**config.mk**
```make
export PLATFORM = sky130hd
export DESIGN_NAME = bit_iter_counter
export DESIGN_NICKNAME = d
export VERILOG_FILES = /design/src/rtl/rsa_pkg.sv /design/src/rtl/bit_iter_counter.sv
export SDC_FILE = /design/constraint.sdc
export NUM_CORES = 1
export LEC_CHECK = 0
export BUFFER_PORTS_ARGS = -buffer_cell sky130_fd_sc_hd__buf_4
export CORE_MARGIN = 3
export CORE_UTILIZATION = 34
export DETAILED_ROUTE_END_ITERATION = 8
export HOLD_SLACK_MARGIN = 0.12
export PLACE_DENSITY = 0.68
export SYNTH_ARGS = -nofsm -noshare
export SYNTH_HDL_FRONTEND = slang
export SYNTH_SLANG_ARGS = --single-unit
```
**constraint.sdc**
```tcl
create_clock -name clk -period 2.2 [get_ports clk]
set_clock_uncertainty 0.05 [all_clocks]
set_input_delay 0.22 -clock clk [delete_from_list [all_inputs] [get_ports clk]]
set_output_delay 0.22 -clock clk [all_outputs]
set_load 0.005 [all_outputs]
```
**src/rtl/rsa_pkg.sv**
```systemverilog
// Shared definitions for the RSA datapath sequencing blocks: FSM state
// encodings and count-direction mode constants.
package rsa_pkg;

   typedef enum logic [1:0] {
      IDLE = 2'b00,
      RUN  = 2'b01,
      DONE = 2'b10
   } state_t;

   localparam bit DIR_DOWN = 1'b0;
   localparam bit DIR_UP   = 1'b1;

endpackage

```
**src/rtl/bit_iter_counter.sv**
```systemverilog
// Iteration counter for bit-serial loops (e.g. exponent scan) with a start/busy/done
// handshake. Define BIT_ITER_ABORT_EN to add the abort input.
module bit_iter_counter
   import rsa_pkg::*;
#(
   parameter int WIDTH = 6,
   parameter bit DIR   = DIR_DOWN
) (
   input  logic             clk,
   input  logic             rst_n,
   input  logic             start,
   input  logic [WIDTH-1:0] in,
   input  logic             step,
`ifdef BIT_ITER_ABORT_EN
   input  logic             abort,
`endif
   output logic [WIDTH-1:0] count,
   output logic             busy,
   output logic             last,
   output logic             done
);

   localparam logic [WIDTH-1:0] ONE = WIDTH'(1);

   state_t           state_q, state_d;
   logic [WIDTH-1:0] count_q, count_d;
   logic [WIDTH-1:0] term_q,  term_d;
   logic             at_term;

   assign at_term = (count_q == term_q);

   always_comb begin
      // NOTE: every _d gets a hold default first so no path through the case infers a latch.
      state_d = state_q;
      count_d = count_q;
      term_d  = term_q;
      unique case (state_q)
         IDLE, DONE: begin
            state_d = IDLE;
            if (start) begin
               state_d = RUN;
               count_d = (DIR == DIR_UP) ? '0 : in;
               term_d  = (DIR == DIR_UP) ? in : '0;
            end
         end
         RUN: begin
`ifdef BIT_ITER_ABORT_EN
            if (abort) begin
               state_d = IDLE;
               count_d = '0;
            end else
`endif
            if (step) begin
               if (at_term) state_d = DONE;
               else count_d = (DIR == DIR_UP) ? count_q + ONE : count_q - ONE;
            end
         end
         default: state_d = IDLE;
      endcase
   end

   // NOTE: sequential state uses non-blocking assignments so every register samples pre-edge values.
   always_ff @(posedge clk) begin
      if (!rst_n) begin
         state_q <= IDLE;
         count_q <= '0;
         term_q  <= '0;
      end else begin
         state_q <= state_d;
         count_q <= count_d;
         term_q  <= term_d;
      end
   end

   // Outputs decode registered state only; no input reaches an output combinationally.
   assign count = count_q;
   assign busy  = (state_q == RUN);
   assign last  = (state_q == RUN) && at_term;
   assign done  = (state_q == DONE);

endmodule

```
==> impl_metrics.ini <==
[drt]
top_layer_used = met4
firstDrtPassIters = 4
wl_um = 1250
drcViolationCount = 0
wl_per_cell_um = 12.8
met1_length_um = 604
vias = 522
met2WireLength_um = 542
wl_met3_um = 82
drtIter0Drc = 9
antenna_left = 0
via_per_inst = 5.33

[grt]
grt_pass1_wl_um = 2120
grt_max_degree = 11
antenna_found_initial = 0
track_usage = 0.142
grt_pass1_vias = 501
globalRouteOverflowTotal = 0

[placement]
gp_congestion = 0.834
place_hpwl_um = 974
dp_cells = 95
port_buffers = 18

[hold_path]
min-delay-start = in[4]
worstHoldPathType = input port to flip-flop

[cells_and_area]
drive_above_1_share = 0.289
syn2layout_area_growth_pct = 33.7
fin_nets = 97
diodes = 0
instances_no_fill = 98

[clock_tree]
postCtsSetupBuffers = 0
cts_buffers = 3
cts_tree = built
path_clk_slew_ns = 0.06
hold_buffers = 0
clock_latency_ns = 0.26
clock_sinks = 8
cts_max_level = 1
cts_buffer_depth = 2
cts-root-buf = clkbuf_4
post_cts_resized = 0

[setup_path]
start_kind = flip-flop
cp-end-kind = output pin
worst-path-buf-inv = 2
crit_fanout = 5
cp.required_ns = 1.93
cp.arrival_ns = 1.72
slowest_stage = or3b_1
cp_cell_sequence = inv_1 > ha_1 > or3b_1 > or2_1 > nor2_1 > buf_4
r2r_start = count[0]$_SDFFE_PN0P_
critPathKind = flip-flop to output pin
crit_family = simple AND/OR/NAND/NOR gates
crit_start = count[0]$_SDFFE_PN0P_
critPathMaxStageDelay_ns = 0.37

[synth]
syn_nets = 75
synthCells = 63
synth.avg_cell_area_um2 = 8.06
synth_seq_cells = 8
syn_area_um2 = 508
ys_seq_area_frac = 0.315
synth.distinct_cells = 29
ys_warn_count = 0

[outcome]
outcome = finished clean

[sta]
tns_ns = 0
worst_hold_slack_ns = 0.144
tightest_slew_ns = 0.464
rsz0062_at_grt = false
relSlewSlack = 0.689
setup_viol = 0
max_freq_mhz = 504
drv_slew = 0
fin_crit_ns = 1.99
fin_crit_sh = 0.903
hold_viol_final = 0

[power]
peakVddDrop_v = 0.000289
pwr-share-comb = 0.357
p_leak_nw = 0.325
p_sw_frac = 0.341
power_density_nw_per_um2 = 683
share_clk_of_total_power = 0.258
power_mw = 0.464
internal-power_mw = 0.306
p_switching_mw = 0.158
p_seq_frac = 0.385

[die]
rows = 13
die_y_um = 44.7
die_w_um = 44.7
initial_utilization = 0.376
fp.coreArea_um2 = 1350
die-area_um2 = 1990
ios = 19

[run]
drv_cap = 0
[Yosys cell counts]
library cell	instances	area share
o21a_1	2	0.030
or2_2	1	0.012
a211oi_1	1	0.015
or4b_1	1	0.020
nand3b_2	1	0.022
or2_1	2	0.025
and4bb_2	1	0.025
nand2b_1	2	0.025
o211ai_1	1	0.015
ha_1	2	0.049
nand2_1	5	0.037
dfxtp_1	8	0.32
a31oi_1	3	0.037
o2111ai_1	1	0.017
o31ai_1	1	0.015
nor3_1	7	0.069
or3_1	1	0.012
o21ai_0	1	0.0098
or4_1	1	0.015
buf_2	1	0.0098
or3b_1	1	0.017
nor2_1	2	0.015
a21oi_1	3	0.030
nor2b_1	3	0.037
nand4_1	1	0.012
mux2i_1	2	0.039
nand3_1	2	0.020
o211a_1	1	0.020
inv_1	5	0.037
[state kept, by name, indices dropped and copies added, names as in the netlist]
signal / cells
count: 6
state_q: 2
[kinds of logic after synthesis]
| family | count (synthesis) | synth area share |
|---|---|---|
| AO/OA/AOI/OAI | 14 | 0.187 |
| adder cells (fa/ha/maj) | 2 | 0.0493 |
| buffers and inverters | 6 | 0.0468 |
| flip-flops | 8 | 0.315 |
| multiplexers | 2 | 0.0394 |
| AND/OR/NAND/NOR | 31 | 0.362 |
[placed cells by master (no fill, tap or decap)]
| master | Yosys | final |
|---|---|---|
| o21ai_0 | 1 | 1 |
| o211ai_1 | 1 | 1 |
| clkbuf_4 | 0 | 3 |
| nor3_1 | 7 | 7 |
| or3b_1 | 1 | 1 |
| nor2_1 | 2 | 2 |
| o21a_1 | 2 | 2 |
| nor2b_1 | 3 | 3 |
| nand4_1 | 1 | 1 |
| mux2i_1 | 2 | 2 |
| nand2_1 | 5 | 5 |
| or4b_1 | 1 | 1 |
| dfxtp_1 | 8 | 8 |
| ha_1 | 2 | 2 |
| inv_1 | 5 | 5 |
| or2_2 | 1 | 1 |
| o31ai_1 | 1 | 1 |
| nand3b_2 | 1 | 1 |
| a31oi_1 | 3 | 3 |
| o2111ai_1 | 1 | 1 |
| or4_1 | 1 | 1 |
| a211oi_1 | 1 | 1 |
| or2_1 | 2 | 2 |
| nand3_1 | 2 | 2 |
| buf_4 | 0 | 18 |
| a21oi_1 | 3 | 3 |
| o211a_1 | 1 | 1 |
| or3_1 | 1 | 1 |
| nand2b_1 | 2 | 2 |
| and4bb_2 | 1 | 1 |
[layout make-up]
type / instances / area (µm²)
flip-flops and latches: 8 / 160
inverters: 5 / 18.8
multi-input cells: 49 / 324
fillers: 149 / 671
well taps: 15 / 18.8
repair buffers: 18 / 135
clock buffers: 3 / 22.5
[metal layers]
metal  up-vias  global-route usage
li1        273                   -
met3         2              0.0244
met5         -                   0
met4         0              0.0723
met2        18               0.215
met1       229               0.189
[worst min-delay path: stages]
cell and delay, ns:
buf_4 0.07, nand3_1 0.06, nand3_1 0.07
[power by group through the flow]
stage / registers (mW) / clock network, mW / logic [mW]
after floorplan: 0.179 / 0 / 0.102
after global placement: 0.181 / 0 / 0.166
after detailed placement: 0.181 / 0 / 0.166
after CTS: 0.178 / 0.120 / 0.166
after global routing: 0.181 / 0.128 / 0.185
final: 0.179 / 0.120 / 0.166
[metrics by stage]
step,util,instance area [µm²],worst slack (ns)
after floorplan,-,508,0.528
after global placement,0.487,657,0.436
after detailed placement,0.487,657,0.382
after CTS,0.503,679,0.214
after global routing,0.503,679,0.121
final,0.503,679,0.214
[path summary, 6_finish.rpt]
path / end / slack [ns] / depth (start not counted)
setup / recovery: last / 0.21 / 6
hold / removal: count[4]$_SDFFE_PN0P_ / 0.14 / 3
setup reg to reg: count[1]$_SDFFE_PN0P_ / 0.35 / 6
hold reg to reg: count[4]$_SDFFE_PN0P_ / 0.46 / 2
Note: power is estimated with default switching activity, not from simulation.
